<file path="src/rtl/pulse_scheduler.sv">
// Pulse descriptor FIFO plus IDLE/DELAY/PLAY sequencer that plays queued pulses in order.
// Define PULSE_SCHED_OVERFLOW_STICKY_EN to add the sticky overflow_err output.
module pulse_scheduler #(
    parameter int DEPTH = 8,
    parameter int CNT_W = 12
) (
    input  logic                     clk,
    input  logic                     reset,
    input  logic [63:0]              pulse_descriptor,
    input  logic                     pulse_descriptor_valid,
    input  logic                     flush,
    output logic                     pulse_register_full,
    output logic                     pulse_register_empty,
    output logic [$clog2(DEPTH):0]   fifo_count,
    output logic                     sched_busy,
    output logic                     pulse_start,
    output logic                     pulse_active,
    output logic [7:0]               pulse_channel,
    output logic [15:0]              pulse_amplitude,
    output logic [15:0]              pulse_phase
`ifdef PULSE_SCHED_OVERFLOW_STICKY_EN
    ,
    output logic                     overflow_err
`endif
);

    localparam int AW = $clog2(DEPTH);
    localparam logic [AW-1:0]    PTR_ONE  = AW'(1);
    localparam logic [AW:0]      CNT_ONE  = (AW+1)'(1);
    localparam logic [AW:0]      FULL_CNT = (AW+1)'(DEPTH);
    localparam logic [CNT_W-1:0] TICK_ONE = CNT_W'(1);

    typedef enum logic [1:0] {IDLE, DELAY, PLAY} state_t;

    logic [63:0]      mem [DEPTH];
    logic [AW-1:0]    wr_ptr, rd_ptr;
    logic [AW:0]      count;
    logic             push, pop;
    logic [63:0]      head;

    state_t           state, state_next;
    logic [CNT_W-1:0] cnt, cnt_next;
    logic             start_q, start_next;

    logic [7:0]       cur_ch;
    logic [15:0]      cur_amp, cur_phase;
    logic [11:0]      cur_dur;

    // A zero duration still plays for one cycle.
    function automatic logic [CNT_W-1:0] sat_duration(input logic [11:0] dur);
        return (dur == 12'd0) ? TICK_ONE : CNT_W'(dur);
    endfunction

    assign pulse_register_full  = (count == FULL_CNT);
    assign pulse_register_empty = (count == '0);
    assign fifo_count           = count;
    assign head                 = mem[rd_ptr];
    assign push                 = pulse_descriptor_valid && !pulse_register_full && !flush;

    always_ff @(posedge clk) begin
        if (reset || flush) begin
            wr_ptr <= '0;
            rd_ptr <= '0;
            count  <= '0;
        end else begin
            if (push) wr_ptr <= wr_ptr + PTR_ONE;
            if (pop)  rd_ptr <= rd_ptr + PTR_ONE;
            if (push && !pop)      count <= count + CNT_ONE;
            else if (!push && pop) count <= count - CNT_ONE;
        end
    end

    always_ff @(posedge clk) begin
        if (push) mem[wr_ptr] <= pulse_descriptor;
    end

    always_ff @(posedge clk) begin
        if (reset) begin
            state   <= IDLE;
            cnt     <= '0;
            start_q <= 1'b0;
        end else begin
            state   <= state_next;
            cnt     <= cnt_next;
            start_q <= start_next;
        end
    end

    always_ff @(posedge clk) begin
        if (pop) begin
            cur_ch    <= head[63:56];
            cur_amp   <= head[55:40];
            cur_phase <= head[39:24];
            cur_dur   <= head[23:12];
        end
    end

    always_comb begin
        state_next = state;
        cnt_next   = cnt;
        start_next = 1'b0;
        pop        = 1'b0;
        case (state)
            IDLE: begin
                if (count != '0) begin
                    pop = 1'b1;
                    if (head[11:0] != 12'd0) begin
                        state_next = DELAY;
                        cnt_next   = CNT_W'(head[11:0]);
                    end else begin
                        state_next = PLAY;
                        cnt_next   = sat_duration(head[23:12]);
                        start_next = 1'b1;
                    end
                end
            end
            DELAY: begin
                if (cnt == TICK_ONE) begin
                    state_next = PLAY;
                    cnt_next   = sat_duration(cur_dur);
                    start_next = 1'b1;
                end else begin
                    cnt_next = cnt - TICK_ONE;
                end
            end
            PLAY: begin
                if (cnt == TICK_ONE) state_next = IDLE;
                else                 cnt_next   = cnt - TICK_ONE;
            end
            default: state_next = IDLE;
        endcase
        // Flush aborts the current pulse and suppresses any pop this cycle.
        if (flush) begin
            state_next = IDLE;
            start_next = 1'b0;
            pop        = 1'b0;
        end
    end

    assign pulse_active    = (state == PLAY);
    assign pulse_start     = start_q;
    assign pulse_channel   = pulse_active ? cur_ch    : '0;
    assign pulse_amplitude = pulse_active ? cur_amp   : '0;
    assign pulse_phase     = pulse_active ? cur_phase : '0;
    assign sched_busy      = (state != IDLE) || (count != '0);

`ifdef PULSE_SCHED_OVERFLOW_STICKY_EN
    always_ff @(posedge clk) begin
        if (reset) overflow_err <= 1'b0;
        else if (pulse_descriptor_valid && pulse_register_full) overflow_err <= 1'b1;
    end
`endif

endmodule

</file>
<file path="config.mk">
export PLATFORM = sky130hd
export DESIGN_NAME = pulse_scheduler
export DESIGN_NICKNAME = d
export VERILOG_FILES = /design/src/rtl/pulse_scheduler.sv
export SDC_FILE = /design/constraint.sdc
export NUM_CORES = 1
export LEC_CHECK = 0
export ABC_AREA = 1
export CAP_MARGIN = 20
export CORE_MARGIN = 3
export CORE_UTILIZATION = 60
export CTS_CLUSTER_SIZE = 16
export DETAILED_ROUTE_END_ITERATION = 7
export PLACE_DENSITY = 0.79
export SLEW_MARGIN = 20
export SYNTH_ARGS = -nofsm -noshare
export SYNTH_HDL_FRONTEND = slang
export SYNTH_SLANG_ARGS = --single-unit
export TNS_END_PERCENT = 20
</file>
<file path="constraint.sdc">
create_clock -name clk -period 12.4 [get_ports clk]
set_clock_uncertainty 0.1 [all_clocks]
set_input_delay 1.24 -clock clk [delete_from_list [all_inputs] [get_ports clk]]
set_output_delay 1.24 -clock clk [all_outputs]
set_load 0.02 [all_outputs]
</file>
==> flow_metrics.env <==
export IMPL_status="finished clean"
export IMPL_comb_power_share_pct=14.9
export IMPL_vias=15700
export IMPL_drc=0
export IMPL_routed_wl_um=54000
export IMPL_gp_congestion=0.895
export IMPL_viasPerCell=5.74
export IMPL_clock_sinks=592
export IMPL_grt_usage_pct=25.6
export IMPL_yosys_top_cells_count="edfxtp_1, nand2_1, nor2_1"
export IMPL_path_clk_slew_ps=60
export IMPL_cts_buffers=55
export IMPL_grt_pass1_vias=15600
export IMPL_arrival_ps=2670
export IMPL_setup_viol=0
export IMPL_core_um2=39100
export IMPL_synth_seq_cells=592
export IMPL_drtIter0Drc=1462
export IMPL_finalWorstSetupSlack_ps=8390
export IMPL_path_common_cell="inv_1"
export IMPL_synth_top_area_cell="edfxtp_1"
export IMPL_internal_power_mw=3.44
export IMPL_dp_hpwl_um=28300
export IMPL_period_share_pct=32.3
export IMPL_synth_warnings=0
export IMPL_start_util_pct=61.6
export IMPL_worst_slew_pin_slew_ps=1140
export IMPL_min_delay_start="cnt[9]"
export IMPL_ys_flop_type="edfxtp_1"
export IMPL_syn_nets=2178
export IMPL_drt_pass1_iterations=6
export IMPL_worstReg2RegEnd="fifo_count[3]"
export IMPL_utilization_pct=70.0
export IMPL_synth_most_common_cell="edfxtp_1"
export IMPL_critPathLaunch="state[0]"
export IMPL_cp_slowest_cell="clkdlybuf4s50_1"
export IMPL_synth_area_um2=24100
export IMPL_slew_headroom_pct=23.8
export IMPL_drv_slew=0
export IMPL_reg2reg_slack_ps=8600
export IMPL_path_buf_inv=4
export IMPL_cp_start_kind="register"
export IMPL_port_buffers=116
export IMPL_seq_power_share_pct=49.9
export IMPL_synth_async_reset_ratio_pct=0
export IMPL_worstPathCellList="inv_1 -> ha_2 -> buf_4 -> nand2_1 -> inv_1 -> clkdlybuf4s50_1"
export IMPL_min_period_ps=4010
export IMPL_rsz0062_at_grt="false"
export IMPL_required_ps=11060
export IMPL_ios=117
export IMPL_die_h_um=206
export IMPL_synth_top_area_share_pct=70.4
export IMPL_insertion_delay_ps=610
export IMPL_switching_share_pct=26.2
export IMPL_synth_edf_count=564
export IMPL_maxCapViolations=0
export IMPL_cts_resized=0
export IMPL_clkPwrFrac_pct=35.2
export IMPL_reg2reg_depth=18
export IMPL_die_area_um2=42600
export IMPL_dp_cells=2643
export IMPL_hold_viol=0
export IMPL_avgSynthCellArea_um2=11.5
export IMPL_synth_seq_area_share_pct=72.7
export IMPL_overflow=0
export IMPL_num_rows=72
export IMPL_critPathMaxFanout=40
export IMPL_power_switching_mw=1.22
export IMPL_grt_max_degree=100
export IMPL_ir_drop_mv=0.148
export IMPL_wl_per_cell_um=19.7
export IMPL_syn_inst=2098
export IMPL_hold_class="reg -> reg"
export IMPL_fin_cells=2742
export IMPL_critPathMaxStageDelay_ps=600
export IMPL_synth_distinct_cells=31
export IMPL_final_nets=2262
export IMPL_grt_first_pass_wirelength_um=83200
export IMPL_post_place_ws_ps=7940
export IMPL_leakage_nw=10.2
export IMPL_cts_tree="done"
export IMPL_die_x_um=206
export IMPL_drive_gt1_share_pct=4.81
export IMPL_nFillCells=2638
export IMPL_clockRootBuffer="clkbuf_16"
export IMPL_crit_cells=6
export IMPL_clock_fmax_mhz=249
export IMPL_end_kind="output pin"
export IMPL_tns_ps=0
export IMPL_cts_max_path_buffers=3
export IMPL_ant_nets=0
export IMPL_rr_startpoint="state[0]"
export IMPL_synth_area_top_cells="edfxtp_1, nand2_1, nor2_1"
export IMPL_critPathKind="reg -> out"
export IMPL_hold_buffers=0
export IMPL_cts_max_level=2
export IMPL_worst_hold_path_num_cells=2
export IMPL_cts_setup_buffers=0
export IMPL_crit_path_end="pulse_phase[9]"
export IMPL_p_per_area_nw_per_um2=170
export IMPL_crit_family="buffers and inverters"
export IMPL_syn_to_final_growth_pct=13.7
export IMPL_grt_antenna_before_repair=2
logic make-up (layout without fill, tap and decap cells):
| group | count (synthesis) | count (layout) | share of synthesized area (%) |
|---|---|---|---|
| AND/OR/NAND/NOR | 870 | 870 | 14.2 |
| flip-flops | 592 | 592 | 72.7 |
| AO/OA/AOI/OAI | 318 | 318 | 7.15 |
| buffers and inverters | 294 | 419 | 4.87 |
| adder cells (fa/ha/maj) | 12 | 12 | 0.655 |
| XOR/XNOR | 12 | 12 | 0.437 |
| other | 0 | 1 | 0 |
power groups by stage:
stage | clock (mW) | combinational (mW) | sequential [mW]
finish | 1.64 | 0.696 | 2.32
global route | 1.74 | 0.773 | 2.33
detailed placement | 0 | 0.681 | 2.36
floorplan | 0 | 0.471 | 2.34
CTS | 1.66 | 0.690 | 2.32
global placement | 0 | 0.663 | 2.36
worst min-delay path: stages, from the launching register on:
cell	delay, ps
dfxtp_1	310
nand2_1	60
a21oi_1	50
flip-flops by register name, indices dropped and copies added, names as in the netlist, named ones only:
signal and cells:
wr_ptr 3, cur_dur 12, fifo_count 4, cur_amp 16, cur_phase 16, state 2, pulse_start 1, rd_ptr 3
cnt 12, mem 512, cur_ch 8
metal layers:
| metal | vias up | GRT usage [%] | routed length [µm] |
|---|---|---|---|
| met5 | - | 0 | 13 |
| met4 | 2 | 10.4 | 1430 |
| met3 | 113 | 3.89 | 4530 |
| met2 | 703 | 42.7 | 26900 |
| met1 | 7565 | 34.1 | 21100 |
| li1 | 7350 | - | - |
per-stage QoR:
stage	cell area, µm²	total power [mW]	hold WS, ps
final	27400	4.66	366
after global routing	27400	4.84	402
after CTS	27400	4.67	372
after detailed placement	25600	3.04	355
after global placement	25600	3.03	349
after floorplan	24100	2.82	333
area by class of cell:
class	count	area, µm²	share of cell area, %
diodes	1	2.50	0.00914
repair buffers	135	1300	4.76
clock buffers	70	1480	5.39
clock inverters	28	263	0.960
well taps	518	648	2.37
multi-input cells	1212	5470	20.0
inverters	186	707	2.58
flip-flops and latches	592	17500	63.9
worst min-delay path by stage:
stage	to
after floorplan	register
after global placement	rd_ptr[2]
after detailed placement	cnt[9]
after CTS	cnt[9]
after global routing	cnt[9]
final	cnt[9]
cell usage in the layout (no fill, tap or decap), drive strengths merged, types with 5 or more instances in the layout:
master and count:
edfxtp 564, nand3 107, inv 185, dfxtp 28, buf 19, nand2 386, a21oi 25, bufinv 5
clkdlybuf4s50 116, nor2 368, xor2 11, o21ai 200, o22ai 41, a31oi 42, clkbuf 70, clkinv 24
o211ai 7, ha 11
No activity file was read; power rests on OpenSTA's default activity.
